==> config.mk <==
export PLATFORM = sky130hd
export DESIGN_NAME = wb_arbiter_n_flat
export DESIGN_NICKNAME = d
export VERILOG_FILES = /design/src/rtl/wb_arbiter_n_pkg.sv /design/src/rtl/wb_arbiter_n_if.sv /design/src/rtl/wb_arbiter_n_pick.sv /design/src/rtl/wb_arbiter_n.sv /design/src/flat_wrapper.sv
export SDC_FILE = /design/constraint.sdc
export NUM_CORES = 1
export LEC_CHECK = 0
export BUFFER_PORTS_ARGS = -buffer_cell sky130_fd_sc_hd__buf_2
export CORE_AREA = 2 2 112 114
export CTS_CLUSTER_DIAMETER = 200
export DETAILED_ROUTE_END_ITERATION = 10
export DIE_AREA = 0 0 114 116
export PLACE_DENSITY = 0.54
export SETUP_SLACK_MARGIN = 0.5
export SKIP_CTS_REPAIR_TIMING = 1
export SYNTH_ARGS = -nofsm -noshare
export SYNTH_HDL_FRONTEND = slang
export SYNTH_SLANG_ARGS = --single-unit
==> constraint.sdc <==
create_clock -name clk_i -period 2.05 [get_ports clk_i]
set_clock_uncertainty 0.1 [all_clocks]
set_input_delay 0.3075 -clock clk_i [delete_from_list [all_inputs] [get_ports clk_i]]
set_output_delay 0.3075 -clock clk_i [all_outputs]
set_load 0.01 [all_outputs]
==> src/rtl/wb_arbiter_n_pkg.sv <==
// Shared types and policy constants for the N-master Wishbone arbiter.
package wb_arb_pkg;

   typedef enum logic [1:0] {
      IDLE  = 2'd0,
      GRANT = 2'd1,
      DRAIN = 2'd2
   } arb_state_t;

   localparam int ARB_FIXED = 0;
   localparam int ARB_RR    = 1;

endpackage

==> src/rtl/wb_arbiter_n_if.sv <==
// Bundle of master-side and slave-side Wishbone pipelined signals around the arbiter.
interface wb_arbiter_n_if #(
   parameter int NMASTER = 2,
   parameter int AWIDTH  = 32,
   parameter int DWIDTH  = 32
);
   // Handshake: a strobe is accepted in a cycle where stb is high and stall is low;
   // each accepted strobe is answered by exactly one ack, possibly cycles later.
   logic [NMASTER-1:0]          m_cyc_i;
   logic [NMASTER-1:0]          m_stb_i;
   logic [NMASTER-1:0]          m_we_i;
   logic [NMASTER*AWIDTH-1:0]   m_adr_i;
   logic [NMASTER*DWIDTH/8-1:0] m_sel_i;
   logic [NMASTER*DWIDTH-1:0]   m_dat_i;
   logic [DWIDTH-1:0]           m_dat_o;
   logic [NMASTER-1:0]          m_ack_o;
   logic [NMASTER-1:0]          m_stall_o;

   logic                        cyc_o;
   logic                        stb_o;
   logic                        we_o;
   logic [AWIDTH-1:0]           adr_o;
   logic [DWIDTH/8-1:0]         sel_o;
   logic [DWIDTH-1:0]           dat_o;
   logic [DWIDTH-1:0]           dat_i;
   logic                        ack_i;
   logic                        stall_i;

   modport arb (
      input  m_cyc_i, m_stb_i, m_we_i, m_adr_i, m_sel_i, m_dat_i, dat_i, ack_i, stall_i,
      output m_dat_o, m_ack_o, m_stall_o, cyc_o, stb_o, we_o, adr_o, sel_o, dat_o
   );

   modport master (
      output m_cyc_i, m_stb_i, m_we_i, m_adr_i, m_sel_i, m_dat_i,
      input  m_dat_o, m_ack_o, m_stall_o
   );

   modport slave (
      input  cyc_o, stb_o, we_o, adr_o, sel_o, dat_o,
      output dat_i, ack_i, stall_i
   );

endinterface

==> src/rtl/wb_arbiter_n_pick.sv <==
// Combinational request picker: lowest index wins, or round-robin starting after 'last'.
module arb_pick #(
   parameter int NMASTER = 2,
   parameter int LW      = (NMASTER > 1) ? $clog2(NMASTER) : 1
) (
   input  logic [NMASTER-1:0] req,
   input  logic [LW-1:0]      last,
   input  logic               mode,
   output logic [NMASTER-1:0] pick
);

   logic found;

   always_comb begin
      pick  = '0;
      found = 1'b0;
      if (mode) begin
         // Walk outward from the slot after the previous owner; d == NMASTER revisits it.
         for (int d = 1; d <= NMASTER; d++) begin
            for (int k = 0; k < NMASTER; k++) begin
               if (!found && req[k] && (k == (int'(last) + d) % NMASTER)) begin
                  pick[k] = 1'b1;
                  found   = 1'b1;
               end
            end
         end
      end else begin
         for (int k = 0; k < NMASTER; k++) begin
            if (!found && req[k]) begin
               pick[k] = 1'b1;
               found   = 1'b1;
            end
         end
      end
   end

endmodule

==> src/rtl/wb_arbiter_n.sv <==
// N-master Wishbone pipelined arbiter: grant FSM, slave-side mux and outstanding-strobe counter.
module wb_arbiter_n
   import wb_arb_pkg::*;
#(
   parameter int NMASTER = 2,
   parameter int AWIDTH  = 32,
   parameter int DWIDTH  = 32,
   parameter int MODE    = 0,
   parameter int MAXOUT  = 4
) (
   input  logic                         clk_i,
   input  logic                         rst_i,
   wb_arbiter_n_if.arb                  bus,
   output arb_state_t                   st,
   output logic [NMASTER-1:0]           gnt,
   output logic [$clog2(MAXOUT+1)-1:0]  cnt
);

   localparam int CW = $clog2(MAXOUT + 1);
   localparam int LW = (NMASTER > 1) ? $clog2(NMASTER) : 1;
   localparam int SW = DWIDTH / 8;
   localparam logic [CW-1:0] CMAX  = CW'(MAXOUT);
   localparam logic [LW-1:0] LAST0 = LW'(NMASTER - 1);

   logic [LW-1:0]      last;
   logic [LW-1:0]      pick_idx;
   logic [NMASTER-1:0] pick;
   logic [NMASTER-1:0] stall_v;
   logic [NMASTER-1:0] ack_v;
   logic [CW-1:0]      cnt_nxt;
   logic               in_grant, g_cyc, g_stb, g_we, accept, retire, full;
   logic [AWIDTH-1:0]  g_adr;
   logic [SW-1:0]      g_sel;
   logic [DWIDTH-1:0]  g_dat;

   arb_pick #(.NMASTER(NMASTER), .LW(LW)) u_pick (
      .req  (bus.m_cyc_i),
      .last (last),
      .mode (MODE == ARB_RR),
      .pick (pick)
   );

   always_comb begin
      pick_idx = '0;
      for (int k = 0; k < NMASTER; k++) begin
         if (pick[k]) pick_idx = LW'(k);
      end
   end

   // gnt is one-hot, so at most one master's fields are selected.
   always_comb begin
      g_cyc = 1'b0;
      g_stb = 1'b0;
      g_we  = 1'b0;
      g_adr = '0;
      g_sel = '0;
      g_dat = '0;
      for (int k = 0; k < NMASTER; k++) begin
         if (gnt[k]) begin
            g_cyc = bus.m_cyc_i[k];
            g_stb = bus.m_stb_i[k];
            g_we  = bus.m_we_i[k];
            g_adr = bus.m_adr_i[k*AWIDTH +: AWIDTH];
            g_sel = bus.m_sel_i[k*SW +: SW];
            g_dat = bus.m_dat_i[k*DWIDTH +: DWIDTH];
         end
      end
   end

   assign in_grant = (st == GRANT);
   assign full     = (cnt == CMAX);
   assign accept   = bus.stb_o & ~bus.stall_i;
   assign retire   = bus.ack_i & (cnt != '0);

   // A strobe without cyc is not a valid bus request, so it is never forwarded.
   assign bus.cyc_o   = (st != IDLE);
   assign bus.stb_o   = in_grant & g_cyc & g_stb & ~full;
   assign bus.we_o    = in_grant & g_we;
   assign bus.adr_o   = in_grant ? g_adr : '0;
   assign bus.sel_o   = in_grant ? g_sel : '0;
   assign bus.dat_o   = in_grant ? g_dat : '0;
   assign bus.m_dat_o = bus.dat_i;

   always_comb begin
      stall_v = '1;
      ack_v   = '0;
      for (int k = 0; k < NMASTER; k++) begin
         if (in_grant && gnt[k]) begin
            stall_v[k] = bus.stall_i | full;
            ack_v[k]   = retire;
         end
      end
   end

   assign bus.m_stall_o = stall_v;
   assign bus.m_ack_o   = ack_v;

   always_comb begin
      cnt_nxt = cnt;
      if (accept && !retire)      cnt_nxt = cnt + 1'b1;
      else if (!accept && retire) cnt_nxt = cnt - 1'b1;
   end

   always_ff @(posedge clk_i or negedge rst_i) begin
      if (!rst_i) begin
         st   <= IDLE;
         gnt  <= '0;
         cnt  <= '0;
         last <= LAST0;
      end else begin
         cnt <= cnt_nxt;
         case (st)
            IDLE: begin
               if (|bus.m_cyc_i) begin
                  gnt  <= pick;
                  last <= pick_idx;
                  st   <= GRANT;
               end
            end
            GRANT: begin
               // Owner released the bus; wait out any acks still owed to it.
               if (!g_cyc) begin
                  if (cnt_nxt == '0) begin
                     st  <= IDLE;
                     gnt <= '0;
                  end else begin
                     st <= DRAIN;
                  end
               end
            end
            DRAIN: begin
               if (cnt_nxt == '0) begin
                  st  <= IDLE;
                  gnt <= '0;
               end
            end
            default: begin
               st  <= IDLE;
               gnt <= '0;
            end
         endcase
      end
   end

endmodule

==> src/flat_wrapper.sv <==
// flat-port wrapper written by rule: the top's interface ports become plain ports
module wb_arbiter_n_flat import wb_arb_pkg::*;
#(
   parameter int NMASTER = 2,
   parameter int AWIDTH  = 32,
   parameter int DWIDTH  = 32,
   parameter int MODE    = 0,
   parameter int MAXOUT  = 4
)
  (clk_i, rst_i, st, gnt, cnt, bus_m_cyc_i, bus_m_stb_i, bus_m_we_i, bus_m_adr_i, bus_m_sel_i, bus_m_dat_i, bus_dat_i, bus_ack_i, bus_stall_i, bus_m_dat_o, bus_m_ack_o, bus_m_stall_o, bus_cyc_o, bus_stb_o, bus_we_o, bus_adr_o, bus_sel_o, bus_dat_o);
  wb_arbiter_n_if #(.NMASTER(NMASTER), .AWIDTH(AWIDTH), .DWIDTH(DWIDTH)) bus_i ();
  input  logic clk_i;
  input  logic rst_i;
  output arb_state_t st;
  output logic [NMASTER-1:0] gnt;
  output logic [$clog2(MAXOUT+1)-1:0] cnt;
  input wire logic [$bits(bus_i.m_cyc_i)-1:0] bus_m_cyc_i;
  input wire logic [$bits(bus_i.m_stb_i)-1:0] bus_m_stb_i;
  input wire logic [$bits(bus_i.m_we_i)-1:0] bus_m_we_i;
  input wire logic [$bits(bus_i.m_adr_i)-1:0] bus_m_adr_i;
  input wire logic [$bits(bus_i.m_sel_i)-1:0] bus_m_sel_i;
  input wire logic [$bits(bus_i.m_dat_i)-1:0] bus_m_dat_i;
  input wire logic [$bits(bus_i.dat_i)-1:0] bus_dat_i;
  input wire logic [$bits(bus_i.ack_i)-1:0] bus_ack_i;
  input wire logic [$bits(bus_i.stall_i)-1:0] bus_stall_i;
  output wire logic [$bits(bus_i.m_dat_o)-1:0] bus_m_dat_o;
  output wire logic [$bits(bus_i.m_ack_o)-1:0] bus_m_ack_o;
  output wire logic [$bits(bus_i.m_stall_o)-1:0] bus_m_stall_o;
  output wire logic [$bits(bus_i.cyc_o)-1:0] bus_cyc_o;
  output wire logic [$bits(bus_i.stb_o)-1:0] bus_stb_o;
  output wire logic [$bits(bus_i.we_o)-1:0] bus_we_o;
  output wire logic [$bits(bus_i.adr_o)-1:0] bus_adr_o;
  output wire logic [$bits(bus_i.sel_o)-1:0] bus_sel_o;
  output wire logic [$bits(bus_i.dat_o)-1:0] bus_dat_o;
  assign bus_i.m_cyc_i = bus_m_cyc_i;
  assign bus_i.m_stb_i = bus_m_stb_i;
  assign bus_i.m_we_i = bus_m_we_i;
  assign bus_i.m_adr_i = bus_m_adr_i;
  assign bus_i.m_sel_i = bus_m_sel_i;
  assign bus_i.m_dat_i = bus_m_dat_i;
  assign bus_i.dat_i = bus_dat_i;
  assign bus_i.ack_i = bus_ack_i;
  assign bus_i.stall_i = bus_stall_i;
  assign bus_m_dat_o = bus_i.m_dat_o;
  assign bus_m_ack_o = bus_i.m_ack_o;
  assign bus_m_stall_o = bus_i.m_stall_o;
  assign bus_cyc_o = bus_i.cyc_o;
  assign bus_stb_o = bus_i.stb_o;
  assign bus_we_o = bus_i.we_o;
  assign bus_adr_o = bus_i.adr_o;
  assign bus_sel_o = bus_i.sel_o;
  assign bus_dat_o = bus_i.dat_o;
  wb_arbiter_n #(.NMASTER(NMASTER), .AWIDTH(AWIDTH), .DWIDTH(DWIDTH), .MODE(MODE), .MAXOUT(MAXOUT)) u_core (.clk_i(clk_i), .rst_i(rst_i), .bus(bus_i), .st(st), .gnt(gnt), .cnt(cnt));
endmodule
=== Word-level counts from Yosys, hierarchy flattened ===
Cells that the tools add are included.

* Input bits: 178
* Output and inout port bits: 114
* RAM bits: 0
* Bits in registers: 7
* Memories kept: 0
* Memory bits (read-only): 0
* Bits in latches: 0
* Logic and storage cells: 67

* Order comparisons: 0
* $mul: 0
* Add/sub/neg operators: 2
* Reduce and logical (&&, ||, !) cells: 15
* Bitwise gates (word level): 9
* Muxes and demuxes: 32
* Div/mod/pow operators: 0
* Shift operators: 0
* Equal/unequal tests: 6

{| class="wikitable"
|+ Operator list
! kind !! number
|-
| $mux W32 || 6
|-
| $mux W2 || 7
|-
| $mux W1 || 12
|-
| $mux W4 || 3
|-
| $pmux W2 S3 || 2
|-
| $and A1 B1 Y1 || 6
|-
| $mux W3 || 2
|-
| $logic_and A1 B1 Y1 || 5
|-
| $ne A2 B1 Y1 const B || 2
|-
| $add A3 B1 Y3 const B || 1
|-
| $eq A3 B3 Y1 const B || 1
|-
| $logic_not A1 Y1 || 3
|-
| $logic_not A3 Y1 || 1
|-
| $reduce_and A3 Y1 || 1
|-
| $reduce_bool A3 Y1 || 1
|-
| $sub A3 B1 Y3 const B || 1
|-
| $eq A2 B1 Y1 const B || 1
|-
| $eq A2 B2 Y1 const B || 1
|-
| $logic_not A2 Y1 || 1
|-
| $ne A2 B2 Y1 const B || 1
|-
| $not A1 Y1 || 2
|-
| $reduce_and A2 Y1 || 1
|-
| $reduce_bool A2 Y1 || 1
|-
| $reduce_or A2 Y1 || 1
|-
| $or A1 B1 Y1 || 1
|}

=== Logic depth before layout (Yosys ltp) ===
Gate-level depths: netlist of the first run.

* Word-level depth: 14
* Depth in mapped cells: 7
* Depth with buffers taken out: 7

=== By module ===
A second synthesis of the first run with hierarchy kept.

* Cells, all modules: 188
* Area, all modules: 1,565.3 um^2

{| class="wikitable"
|+ By module, submodules not included
! module !! area an instance (um^2) !! cells each !! seq. area each (um^2) !! instances
|-
| wb_arbiter_n || 1,535.2 || 184 || 201.4 || 1
|-
| arb_pick || 30.0 || 4 || 0.0 || 1
|}

=== Least setup slack after synthesis of the first run ===
No wires, ideal clock.

* Path type: reg-to-output
* Start: reg u_core.st[1]
* End: out bus_adr_o[10]
* Path slack: -0.098 ns
* Cell stages (with the launch flop): 8
* Arrival: 1.741 ns
* Required time: 1.642 ns
* Buffers on the path: 2
* Cell sequence: dfrtp_1 inv_1 ha_1 nand2_1 nor2_1 buf_2 buf_1 a22o_1

* Word-level cells in the longest chain between the ends: 2

{| class="wikitable"
|+ Ends and longest elaborated chain
! what !! line !! text
|-
| start: declaration || wb_arbiter_n.sv:14 || <nowiki>output arb_state_t st,</nowiki>
|-
| start signal: assignment || wb_arbiter_n.sv:106 || <nowiki>st <= IDLE;</nowiki>
|-
| start signal: assignment || wb_arbiter_n.sv:117 || <nowiki>st <= GRANT;</nowiki>
|-
| start signal: assignment || wb_arbiter_n.sv:124 || <nowiki>st <= IDLE;</nowiki>
|-
| $eq A2 B1 Y1 || wb_arbiter_n.sv:70 || <nowiki>assign in_grant = (st == GRANT);</nowiki>
|-
| $mux W32 || wb_arbiter_n.sv:79 || <nowiki>assign bus.adr_o = in_grant ? g_adr : '0;</nowiki>
|-
| end: declaration || flat_wrapper.sv:32 || <nowiki>output wire logic [$bits(bus_i.adr_o)-1:0] bus_adr_o;</nowiki>
|}

Every way passes these cells.

=== Worst setup path after layout of the first run ===
* Start: reg u_core.st[1]
* End: out bus_adr_o[13]

Same word-level chain as after synthesis.

==> impl_results.md, run 1 <==
- Slew @ Worst Pin: 0.315 ns
- HPWL Detailed: 5.47 mm
- Highest fanout seen on the critical path: 15
- # diodes: 0
- Synthesis-to-finish area growth: 111%
- Die ar.: 13200 µm²
- Fin. Hold Viols: 0
- Worst endpoint required time: 1.64 ns
- Grt ovf: 0
- Mapped Cells: 183
- Total power: 3.30 mW
- Synth warn: 0
- DR vias/cell: 4.37
- Failing checks: setup timing
- CTS clk-pin slew, worst paths: 0.04 ns
- # IOs: 292
- Ys async rst share: 100%
- Worst path bufs/invs: 4
- Row count: 40
- Final net count: 577
- Worst VDD drop: 0.671 mV
- Mapped Nets: 367
- Final Cycle Share: 101%
- Number of global-route vias before repair: 2041
- Clock latency at the later pin of the worst-skew pair: 0.23 ns
- Synth top cells by count: 70 x a22o_1, 32 x buf_4, 13 x clkbuf_1
- Crit start category: flip-flop
- #FFs+latches synth: 7
- Drt total wl: 7.84 mm
- Hold_ws: 0.290 ns
- Starting DRT DRC Count: 57
- Post-route ant nets: 0
- Global-route usage over all layers: 8.03%
- Count leader, synth: a22o_1
- Final setup viols: 28
- Wire length per cell: 14.5 µm
- Critical-path cell list: inv_2 -> ha_4 -> nand2_4 -> nor2_4 -> buf_6 -> clkbuf_16 -> a22o_1 -> buf_2
- Arrival @ worst endpoint: 1.66 ns
- Die height: 116 µm
- First-pass GRT wire length: 8.87 mm
- EDFF count, synth: 0
- Deepest clock path buffer count: 2
- CTS tree: done
- Syn_area_per_cell: 8.18 µm²
- Yosys cell types: 35
- Die extent in x: 114 µm
- Synth Flop Type: dfrtp_1
- Initial antenna violation count: 0
- Crit-path max cell delay: 0.39 ns
- H-tree depth: 1
- RSZ-0062 raised after global routing: true
- Fin crit period: 2.07 ns
- Crit-path leading delay family: buffers and inverters
- Status: finished, violations left
- Most area-consuming cells after synthesis: a22o_1 41%, buf_4 16%, dfrtp_1 12%, ha_1 5.0%, clkbuf_1 3.3%
- Share of layout cells above drive strength 1: 73.7%
- Pin count of the biggest net entering global routing: 45
- Setup CP Type: flip-flop to primary output
- F_max: 484 MHz
- Drt drc: 0
- Synth area leader: a22o_1
- Leakage power: 1.75 nW
- Pwr/cell area: 1050 nW/µm²
- Area fraction of the dominant cell type after synthesis: 41.0%
- TritonCTS Buffers: 3
- Max Slew Vio Count: 0
- Drt first pass iters: 4
- Rel. slew slack: 79.0%
- Clk root buf: clkbuf_16
- Sequential fraction of the synthesis area: 11.7%
- Max-cap viol count: 0
- Final worst slack: -0.0174 ns
- Slowest cell on crit path: dfrtp_1
- Initial Util: 12.6%
- Final Wtd Congestion: 0.783
- Endpoint class of the critical path: primary output
- Vias: 2354
- Port bufs: 227
- Core ar.: 11900 µm²
- Hold WC Path Type: primary input to flip-flop
- Clock sinks: 7
- Synthesized area: 1500 µm²
## final cells by class
type	instances	area, µm²
timing repair buffer	253	1500
tap	147	184
clock buffer	4	78.8
sequential	7	178
inverter	5	18.8
fill	1272	8750
multi-input combinational	123	1200
## cell usage in the layout (no fill, tap or decap), types with 2 or more instances in the layout
cell type,synthesis,routed
nor2_1,3,2
nand2_4,0,2
and2_1,3,2
buf_12,0,4
buf_4,32,13
ha_1,6,2
nand2_2,0,2
a22o_1,70,70
nand2_1,9,5
buf_6,0,6
buf_2,1,224
nand3_1,4,3
a21oi_4,0,2
ha_4,0,3
dfrtp_2,0,2
a211oi_4,1,2
dfrtp_1,7,5
inv_2,0,4
clkbuf_16,0,8
## path summary, 6_finish.rpt
kind | from | endpoint | slack, ns | depth (start not counted)
setup reg to reg | u_core.st[1] | u_core.cnt[1] | 0.09 | 7
hold reg to reg | u_core.cnt[2] | u_core.cnt[2] | 0.57 | 2
min in group asynchronous | rst_i | u_core.st[1] | 0.36 | 2
max in group asynchronous | rst_i | u_core.cnt[1] | 1.29 | 2
setup / recovery | u_core.st[1] | bus_adr_o[13] | -0.02 | 8
hold / removal | bus_m_cyc_i[0] | u_core.gnt[0] | 0.29 | 2
## cells by family (layout without fill, tap and decap cells)
| group | Yosys count | count (layout) | synth area share (%) |
|---|---|---|---|
| mux | 3 | 3 | 2.09 |
| buf+inv | 53 | 262 | 21.5 |
| simple gates | 26 | 26 | 9.03 |
| xor+xnor | 3 | 3 | 1.76 |
| flops | 7 | 7 | 11.7 |
| fa+ha+maj | 6 | 6 | 5.02 |
| compound gates | 85 | 85 | 48.9 |
## stage by stage
stage / cell area [µm²] / worst slack, ns / TNS (ns) / cells / util (%)
finish: 3160 / -0.0174 / -0.224 / 539 / 26.5
global route: 3160 / -0.0867 / -4.82 / 539 / 26.5
CTS: 2760 / -0.0980 / -2.59 / 520 / 23.2
detailed placement: 2680 / 0.0790 / 0 / 516 / 22.5
global placement: 2680 / 0.129 / 0 / 516 / 22.5
floorplan: 1660 / 0.181 / 0 / 183 / -
## registers in the layout (all words and copies together) (netlist names)
| register | cells |
|---|---|
| u_core.cnt | 3 |
| u_core.gnt | 2 |
| u_core.st | 2 |
## metal layers
layer / GRT usage, % / up-vias / routed length, µm
li1: - / 1097 / -
met2: 15.5 / 155 / 3990
met3: 1.46 / 10 / 696
met4: 1.87 / 0 / 61
met1: 9.12 / 1092 / 3090
met5: 0 / - / 0
## where the power goes
part,switching (mW),leakage [nW],internal [mW]
combinational,1.28,1.63,1.38
clock,0.0777,0.0382,0.259
sequential,0.0894,0.0843,0.210
(Power assumes the default switching activity.)
==> run 2, diff against run 1 <==
--- a/config.mk
+++ b/config.mk
@@ -10,6 +10,7 @@
 export CTS_CLUSTER_DIAMETER = 200
 export DETAILED_ROUTE_END_ITERATION = 10
 export DIE_AREA = 0 0 114 116
+export MAX_ROUTING_LAYER = met4
 export PLACE_DENSITY = 0.54
 export SETUP_SLACK_MARGIN = 0.5
 export SKIP_CTS_REPAIR_TIMING = 1
==> run 2 against run 1 <==
The run still ends with setup timing left. Register-to-register slack about the same. Sequential share of layout area unchanged. Non-clock buffer count unchanged. Sequential power about the same. Utilization unchanged. Via count increased by 0.21%. Combinational power about the same. Highest routed layer unchanged. Clock-buffer cell count unchanged. Fmax decreased by 0.16%. Design area unchanged. Die area unchanged. Largest cell class unchanged. Total power about the same.
==> impl_results.md, run 2 (synthesis results as in run 1) <==
- Die extent in x: 114 µm (unchanged)
- Sw Share: 44.0% (about the same)
- Sequential power share: 9.1% (about the same)
- Combined area of the multi-input logic cells: 1200 µm² (unchanged)
- Share of layout cells above drive strength 1: 73.7% (unchanged)
- Endpoint class of the critical path: primary output (unchanged)
- F_max: 483 MHz (was 484 MHz)
- Drt drc: 0 (unchanged)
- Hold WC Path Type: primary input to flip-flop (unchanged)
- Failing checks: setup timing (unchanged)
- Largest reg by FF count: u_core.cnt (unchanged)
- H-tree depth: 1 (unchanged)
- TritonCTS Buffers: 3 (unchanged)
- RSZ-0062 raised after global routing: true (unchanged)
- Final Cycle Share: 101% (about the same)
- Grt ovf: 0 (unchanged)
- Wire length per cell: 14.7 µm (was 14.5 µm)
- Regs by FF count: u_core.cnt: 3 flops, u_core.gnt: 2 flops, u_core.st: 2 flops (unchanged)
- Pre-CTS setup slack: 0.0790 ns (unchanged)
- Inst Count DP: 516 (unchanged)
- Drt total wl: 7.90 mm (was 7.84 mm)
- Global-route usage over all layers: 8.28% (was 8.03%)
- Highest fanout seen on the critical path: 15 (unchanged)
- Clock network fraction of total power: 10.2% (about the same)
- Max reg flops: 3 (unchanged)
- Pin count of the biggest net entering global routing: 45 (unchanged)
- Layout Utilization: 26.5% (unchanged)
- Register area: 178 µm² (unchanged)
- Final worst slack: -0.0207 ns (was -0.0174 ns)
- Rel. slew slack: 79.5% (was 79.0%)
- Deepest clock path buffer count: 2 (unchanged)
- CTS tree: done (unchanged)
- Post-Layout Cell Count: 539 (unchanged)
- Arrival @ worst endpoint: 1.66 ns (about the same)
- Status: finished, violations left (unchanged)
- Port bufs: 227 (unchanged)
- Clock latency at the later pin of the worst-skew pair: 0.23 ns (about the same)
- Combinational share of power: 80.7% (about the same)
- Fin crit period: 2.07 ns (about the same)
- Max-cap viol count: 0 (unchanged)
- Worst VDD drop: 0.671 mV (about the same)
- Starting DRT DRC Count: 62 (was 57)
- Max Slew Vio Count: 0 (unchanged)
- Leading cell types in the layout, fill and taps excluded: 224 x buf_2, 70 x a22o_1, 13 x buf_4 (unchanged)
- Final net count: 577 (unchanged)
- Crit start category: flip-flop (unchanged)
- Clock sinks: 7 (unchanged)
- Finished Cell Area: 3160 µm² (unchanged)
- Slew @ Worst Pin: 0.308 ns (was 0.315 ns)
- Number of global-route vias before repair: 2041 (unchanged)
- Worst endpoint required time: 1.64 ns (about the same)
- Synthesis-to-finish area growth: 111% (unchanged)
- Clk root buf: clkbuf_16 (unchanged)
- DR vias/cell: 4.38 (was 4.37)
- Final setup TNS: -0.303 ns (was -0.224 ns)
- Vias: 2359 (was 2354)
- Setup CP Type: flip-flop to primary output (unchanged)
- Row count: 40 (unchanged)
- Drt first pass iters: 4 (unchanged)
- Initial antenna violation count: 0 (unchanged)
- # IOs: 292 (unchanged)
- Post-route ant nets: 0 (unchanged)
- First-pass GRT wire length: 8.85 mm (was 8.87 mm)
- Leakage power: 1.75 nW (unchanged)
- Commonest non-fill, non-tap cell in the layout: buf_2 (unchanged)
- Die ar.: 13200 µm² (unchanged)
- # diodes: 0 (unchanged)
- Final setup viols: 32 (was 28)
- Pwr/cell area: 1050 nW/µm² (about the same)
- Internal power: 1.85 mW (about the same)
- NetSw: 1.45 mW (about the same)
- Die height: 116 µm (unchanged)
- Initial Util: 12.6% (unchanged)
- Fillers: 1272 (unchanged)
- HPWL Detailed: 5.47 mm (unchanged)
- CTS clk-pin slew, worst paths: 0.04 ns (about the same)
- Final Wtd Congestion: 0.793 (was 0.783)
- Area after DPL: 2680 µm² (unchanged)
- Fin. Hold Viols: 0 (unchanged)
- Core ar.: 11900 µm² (unchanged)
[run 2: cell counts in the layout (fill, tap and decap cells not counted)]
Identical to the previous run, type by type.
[run 2: worst max-delay path: stages, from the launching register on]
cell and delay, ns:
dfrtp_1 0.39, inv_2 0.10, ha_4 0.18, nand2_4 0.07
nor2_4 0.11, buf_6 0.15, clkbuf_16 0.18, a22o_1 0.13
buf_2 0.12
[run 2: cell type report]
cell class	count	share of cell area, %
multi-input cells	123	37.9
well taps	147	5.83
repair buffers	253	47.6
flip-flops and latches	7	5.63
inverters	5	0.595
clock buffers	4	2.50
[run 2: path summary, 6_finish.rpt]
check | from | to | slack (ns) | depth (start not counted)
hold / removal | bus_m_cyc_i[0] | u_core.gnt[0] | 0.29 | 2
setup reg to reg | u_core.st[1] | u_core.cnt[1] | 0.08 | 7
max in group asynchronous | rst_i | u_core.cnt[1] | 1.30 | 2
setup / recovery | u_core.st[1] | bus_adr_o[13] | -0.02 | 8
hold reg to reg | u_core.gnt[0] | u_core.gnt[0] | 0.57 | 1
min in group asynchronous | rst_i | u_core.st[1] | 0.36 | 2
[run 2: per-layer routing]
layer	vias to the layer above	wire length [µm]	GRT usage [%]
met2	144	3980	15.5
met4	0	112	1.87
li1	1096	-	-
met3	12	642	1.31
met1	1107	3170	9.21
met5	-	0	-
[run 2: metrics by stage]
stage          power [mW]  hold WS [ns]
6_report             3.30         0.290
5_1_grt              3.52         0.299
4_1_cts              2.66        -0.172
3_5_place_dp         2.31        0.0667
3_3_place_gp         2.29        0.0655
2_1_floorplan        1.69       -0.0881
[run 2: power by group through the flow]
stage / Sequential [mW] / Clock [mW] / Combinational (mW)
after floorplan: 0.322 / 0 / 1.37
after global placement: 0.301 / 0 / 1.98
after detailed placement: 0.305 / 0 / 2.00
after CTS: 0.303 / 0.337 / 2.02
after global routing: 0.309 / 0.352 / 2.86
final: 0.299 / 0.337 / 2.66
==> run 3, diff against run 2 <==
--- a/config.mk
+++ b/config.mk
@@ -5,13 +5,14 @@
 export SDC_FILE = /design/constraint.sdc
 export NUM_CORES = 1
 export LEC_CHECK = 0
+export ABC_AREA = 1
 export BUFFER_PORTS_ARGS = -buffer_cell sky130_fd_sc_hd__buf_2
 export CORE_AREA = 2 2 112 114
 export CTS_CLUSTER_DIAMETER = 200
 export DETAILED_ROUTE_END_ITERATION = 10
 export DIE_AREA = 0 0 114 116
 export MAX_ROUTING_LAYER = met4
-export PLACE_DENSITY = 0.54
+export PLACE_DENSITY = 0.55
 export SETUP_SLACK_MARGIN = 0.5
 export SKIP_CTS_REPAIR_TIMING = 1
 export SYNTH_ARGS = -nofsm -noshare
==> run 3 against run 2 <==
The flow still finishes with violations (setup timing). Setup slack worse by 0.015 ns. Clock power about the same. Area after synthesis up 8.5%. Fmax down 0.71%. Synthesized cell count up 17%. Wire length down 1.4%. Non-clock buffer count down 5. Largest power group unchanged. Highest routed layer unchanged.
==> impl_results.md, run 3 <==
- Synth Flop Type: dfrtp_1 (unchanged)
- Max Slew Vio Count: 0 (unchanged)
- Total power: 3.29 mW (was 3.30 mW)
- Die extent in x: 114 µm (unchanged)
- EDFF count, synth: 0 (unchanged)
- CTS tree: done (unchanged)
- Status: finished, violations left (unchanged)
- Clock sinks: 7 (unchanged)
- Sw Share: 50.0% (was 44.0%)
- WHS Endpoint: u_core.gnt[1] (was u_core.gnt[0])
- Slowest cell on crit path: dfrtp_2 (was dfrtp_1)
- Max-cap viol count: 0 (unchanged)
- Clock latency at the later pin of the worst-skew pair: 0.23 ns (about the same)
- Crit start category: flip-flop (unchanged)
- Max reg flops: 3 (unchanged)
- Final net count: 597 (was 577)
- Sequential power share: 9.2% (was 9.1%)
- # diodes: 0 (unchanged)
- Leakage power: 1.95 nW (was 1.75 nW)
- # IOs: 292 (unchanged)
- Register area: 179 µm² (was 178 µm²)
- Leading cell types in the layout, fill and taps excluded: 226 x buf_2, 40 x a32o_2, 29 x a32o_1 (was 224 x buf_2, 70 x a22o_1, 13 x buf_4)
- Grt ovf: 0 (unchanged)
- NetSw: 1.64 mW (was 1.45 mW)
- Arrival @ worst endpoint: 1.68 ns (was 1.66 ns)
- CTS clk-pin slew, worst paths: 0.04 ns (about the same)
- Final setup viols: 3 (was 32)
- Fin crit period: 2.09 ns (was 2.07 ns)
- Mapped Nets: 398 (was 367)
- R2R cell count: 17 (was 7)
- Core ar.: 11900 µm² (unchanged)
- Commonest non-fill, non-tap cell in the layout: buf_2 (unchanged)
- Post-route ant nets: 0 (unchanged)
- Most area-consuming cells after synthesis: a32o_1 43%, buf_4 15%, dfrtp_1 11%, nand2_1 6.9%, ha_1 4.6% (was a22o_1 41%, buf_4 16%, dfrtp_1 12%, ha_1 5.0%, clkbuf_1 3.3%)
- Fin. Hold Viols: 0 (unchanged)
- Initial antenna violation count: 0 (unchanged)
- Regs by FF count: u_core.cnt: 3 flops, u_core.gnt: 2 flops, u_core.st: 2 flops (unchanged)
- Pin count of the biggest net entering global routing: 37 (was 45)
- Die height: 116 µm (unchanged)
- Starting DRT DRC Count: 64 (was 62)
- Worst Hold Path Cells: 4 (was 2)
- Layout Utilization: 26.2% (was 26.5%)
- Synth Area in Compound Gates: 43.8% (was 48.9%)
- Register-to-register setup slack: -0.03 ns (was 0.08 ns)
- Final Cycle Share: 102% (was 101%)
- Critical-path cell list: ha_4 -> nand2_2 -> inv_2 -> nand2_2 -> nand2_4 -> buf_4 -> buf_4 -> and2_1 -> buf_2 (was inv_2 -> ha_4 -> nand2_4 -> nor2_4 -> buf_6 -> clkbuf_16 -> a22o_1 -> buf_2)
- Fillers: 1258 (was 1272)
- Endpoint class of the critical path: primary output (unchanged)
- Synth warn: 0 (unchanged)
- Largest family of logic cells by synthesized area: compound AO/OA/AOI/OAI gates (unchanged)
- Crit-path max cell delay: 0.42 ns (was 0.39 ns)
- Combined area of the multi-input logic cells: 1260 µm² (was 1200 µm²)
- RSZ-0062 raised after global routing: true (unchanged)
- XOR/XNOR Fraction of Synth Area: 0.539% (was 1.76%)
- DR vias/cell: 4.60 (was 4.38)
- Synth area leader: a32o_1 (was a22o_1)
- HPWL Detailed: 6.05 mm (was 5.47 mm)
- Pwr/cell area: 1050 nW/µm² (about the same)
- TritonCTS Buffers: 3 (unchanged)
- Mapped Cells: 214 (was 183)
- Deepest clock path buffer count: 2 (unchanged)
- Share of layout cells above drive strength 1: 81.3% (was 73.7%)
- Combinational share of power: 80.6% (was 80.7%)
- Clk root buf: clkbuf_16 (unchanged)
- Drt drc: 0 (unchanged)
- Ys async rst share: 100% (unchanged)
- Yosys cell types: 22 (was 35)
- Hold_sp: bus_m_cyc_i[0] (unchanged)
- Sequential fraction of the synthesis area: 10.8% (was 11.7%)
- Synth Area in Simple Gates: 15.7% (was 9.03%)
- Die ar.: 13200 µm² (unchanged)
- Rel. slew slack: 77.1% (was 79.5%)
- Setup CP Type: flip-flop to primary output (unchanged)
- Post-synthesis mux area share: 0% (was 2.09%)
- Slew @ Worst Pin: 0.344 ns (was 0.308 ns)
- Synthesized area: 1620 µm² (was 1500 µm²)
- Initial Util: 13.6% (was 12.6%)
- Pre-CTS setup slack: -0.0110 ns (was 0.0790 ns)
- Row count: 40 (unchanged)
- Clock network fraction of total power: 10.2% (about the same)
- Synth top cells by count: 69 x a32o_1, 32 x buf_4, 30 x nand2_1 (was 70 x a22o_1, 32 x buf_4, 13 x clkbuf_1)
- Final Wtd Congestion: 0.786 (was 0.793)
- Adder-cell share of the synthesized area: 4.62% (was 5.02%)
- Worst endpoint required time: 1.64 ns (about the same)
- Internal power: 1.64 mW (was 1.85 mW)
- Global-route usage over all layers: 9.21% (was 8.28%)
- Post-Layout Cell Count: 559 (was 539)
- Drt first pass iters: 4 (unchanged)
- Synthesis-to-finish area growth: 92.0% (was 111%)
- First-pass GRT wire length: 9.89 mm (was 8.85 mm)
- Final worst slack: -0.0355 ns (was -0.0207 ns)
- Area fraction of the dominant cell type after synthesis: 42.5% (was 41.0%)
- Drt total wl: 7.79 mm (was 7.90 mm)
- Count leader, synth: a32o_1 (was a22o_1)
- H-tree depth: 1 (unchanged)
- Wire length per cell: 13.9 µm (was 14.7 µm)
- Syn_area_per_cell: 7.59 µm² (was 8.18 µm²)
- #FFs+latches synth: 7 (unchanged)
- Failing checks: setup timing (unchanged)
- Highest fanout seen on the critical path: 4 (was 15)
- Largest reg by FF count: u_core.cnt (unchanged)
- F_max: 480 MHz (was 483 MHz)
- Vias: 2571 (was 2359)
- Number of global-route vias before repair: 2166 (was 2041)
- Inst Count DP: 546 (was 516)
- Reg-to-reg startpoint: u_core.st[1] (unchanged)
- Worst VDD drop: 0.511 mV (was 0.671 mV)
- Worst r2r dst: u_core.gnt[0] (was u_core.cnt[1])
- Hold WC Path Type: primary input to flip-flop (unchanged)
- Port bufs: 227 (unchanged)
run 3: changes by cell type after synthesis, moves of 3 or more:
cell	delta
a22o_1	-70
a32o_1	+68
nand2_1	+21
inv_1	+11
buf_2	+5
nand2_2	+5
nand3_1	+4
clkbuf_1	+3
run 3: logic make-up (layout without fill, tap and decap cells):
family,after synthesis,count (layout)
AND/OR/NAND/NOR,55,55
adder cells (fa/ha/maj),6,6
XOR/XNOR,1,1
AO/OA/AOI/OAI,73,73
flip-flops,7,7
buffers and inverters,72,270
run 3: area by class of cell:
class | instances | share of cell area, %
well taps | 147 | 5.90
repair buffers | 248 | 43.3
clock buffers | 4 | 2.53
flip-flops and latches | 7 | 5.74
multi-input cells | 135 | 40.3
inverters | 18 | 2.25
run 3: critical path: cells and delay by family (launching register included):
| kind | cells | cell delay, ns |
|---|---|---|
| fa+ha+maj | 1 | 0.19 |
| buf+inv | 4 | 0.44 |
| flops | 1 | 0.42 |
| simple gates | 4 | 0.39 |
run 3: how the worst max path moves through the flow:
stage | startpoint | to | slack [ns]
5_1_grt | u_core.st[1] | u_core.gnt[1] | -0.16
3_3_place_gp | u_core.st[1] | u_core.gnt[1] | 0.06
6_report | u_core.st[0] | bus_stb_o | -0.04
4_1_cts | u_core.st[1] | bus_adr_o[28] | -0.1
3_5_place_dp | u_core.st[1] | u_core.st[1] | -0.01
2_1_floorplan | u_core.st[1] | u_core.st[1] | 0.04
run 3: per-stage QoR:
stage | area [µm²] | TNS (ns) | hold WS [ns]
floorplan | 1720 | 0 | -0.0881
global placement | 2800 | 0 | 0.0526
detailed placement | 2800 | -0.0340 | 0.0633
CTS | 2880 | -4.23 | -0.181
global route | 3120 | -1.50 | 0.333
finish | 3120 | -0.0952 | 0.304
run 3: routing by layer:
layer	share of wire, %	track usage, %	vias to the layer above	wire length (µm)
li1	-	-	1196	-
met1	36	10.1	1197	2810
met2	54	17.0	155	4190
met3	8.5	1.36	23	658
met4	1.6	3.01	0	125
met5	0	-	-	0
run 3: power groups by stage:
| stage | combinational (mW) | sequential [mW] | clock, mW |
|---|---|---|---|
| after floorplan | 1.43 | 0.308 | 0 |
| after global placement | 2.15 | 0.277 | 0 |
| after detailed placement | 2.20 | 0.281 | 0 |
| after CTS | 2.22 | 0.279 | 0.341 |
| after global routing | 2.86 | 0.311 | 0.356 |
| final | 2.65 | 0.302 | 0.336 |
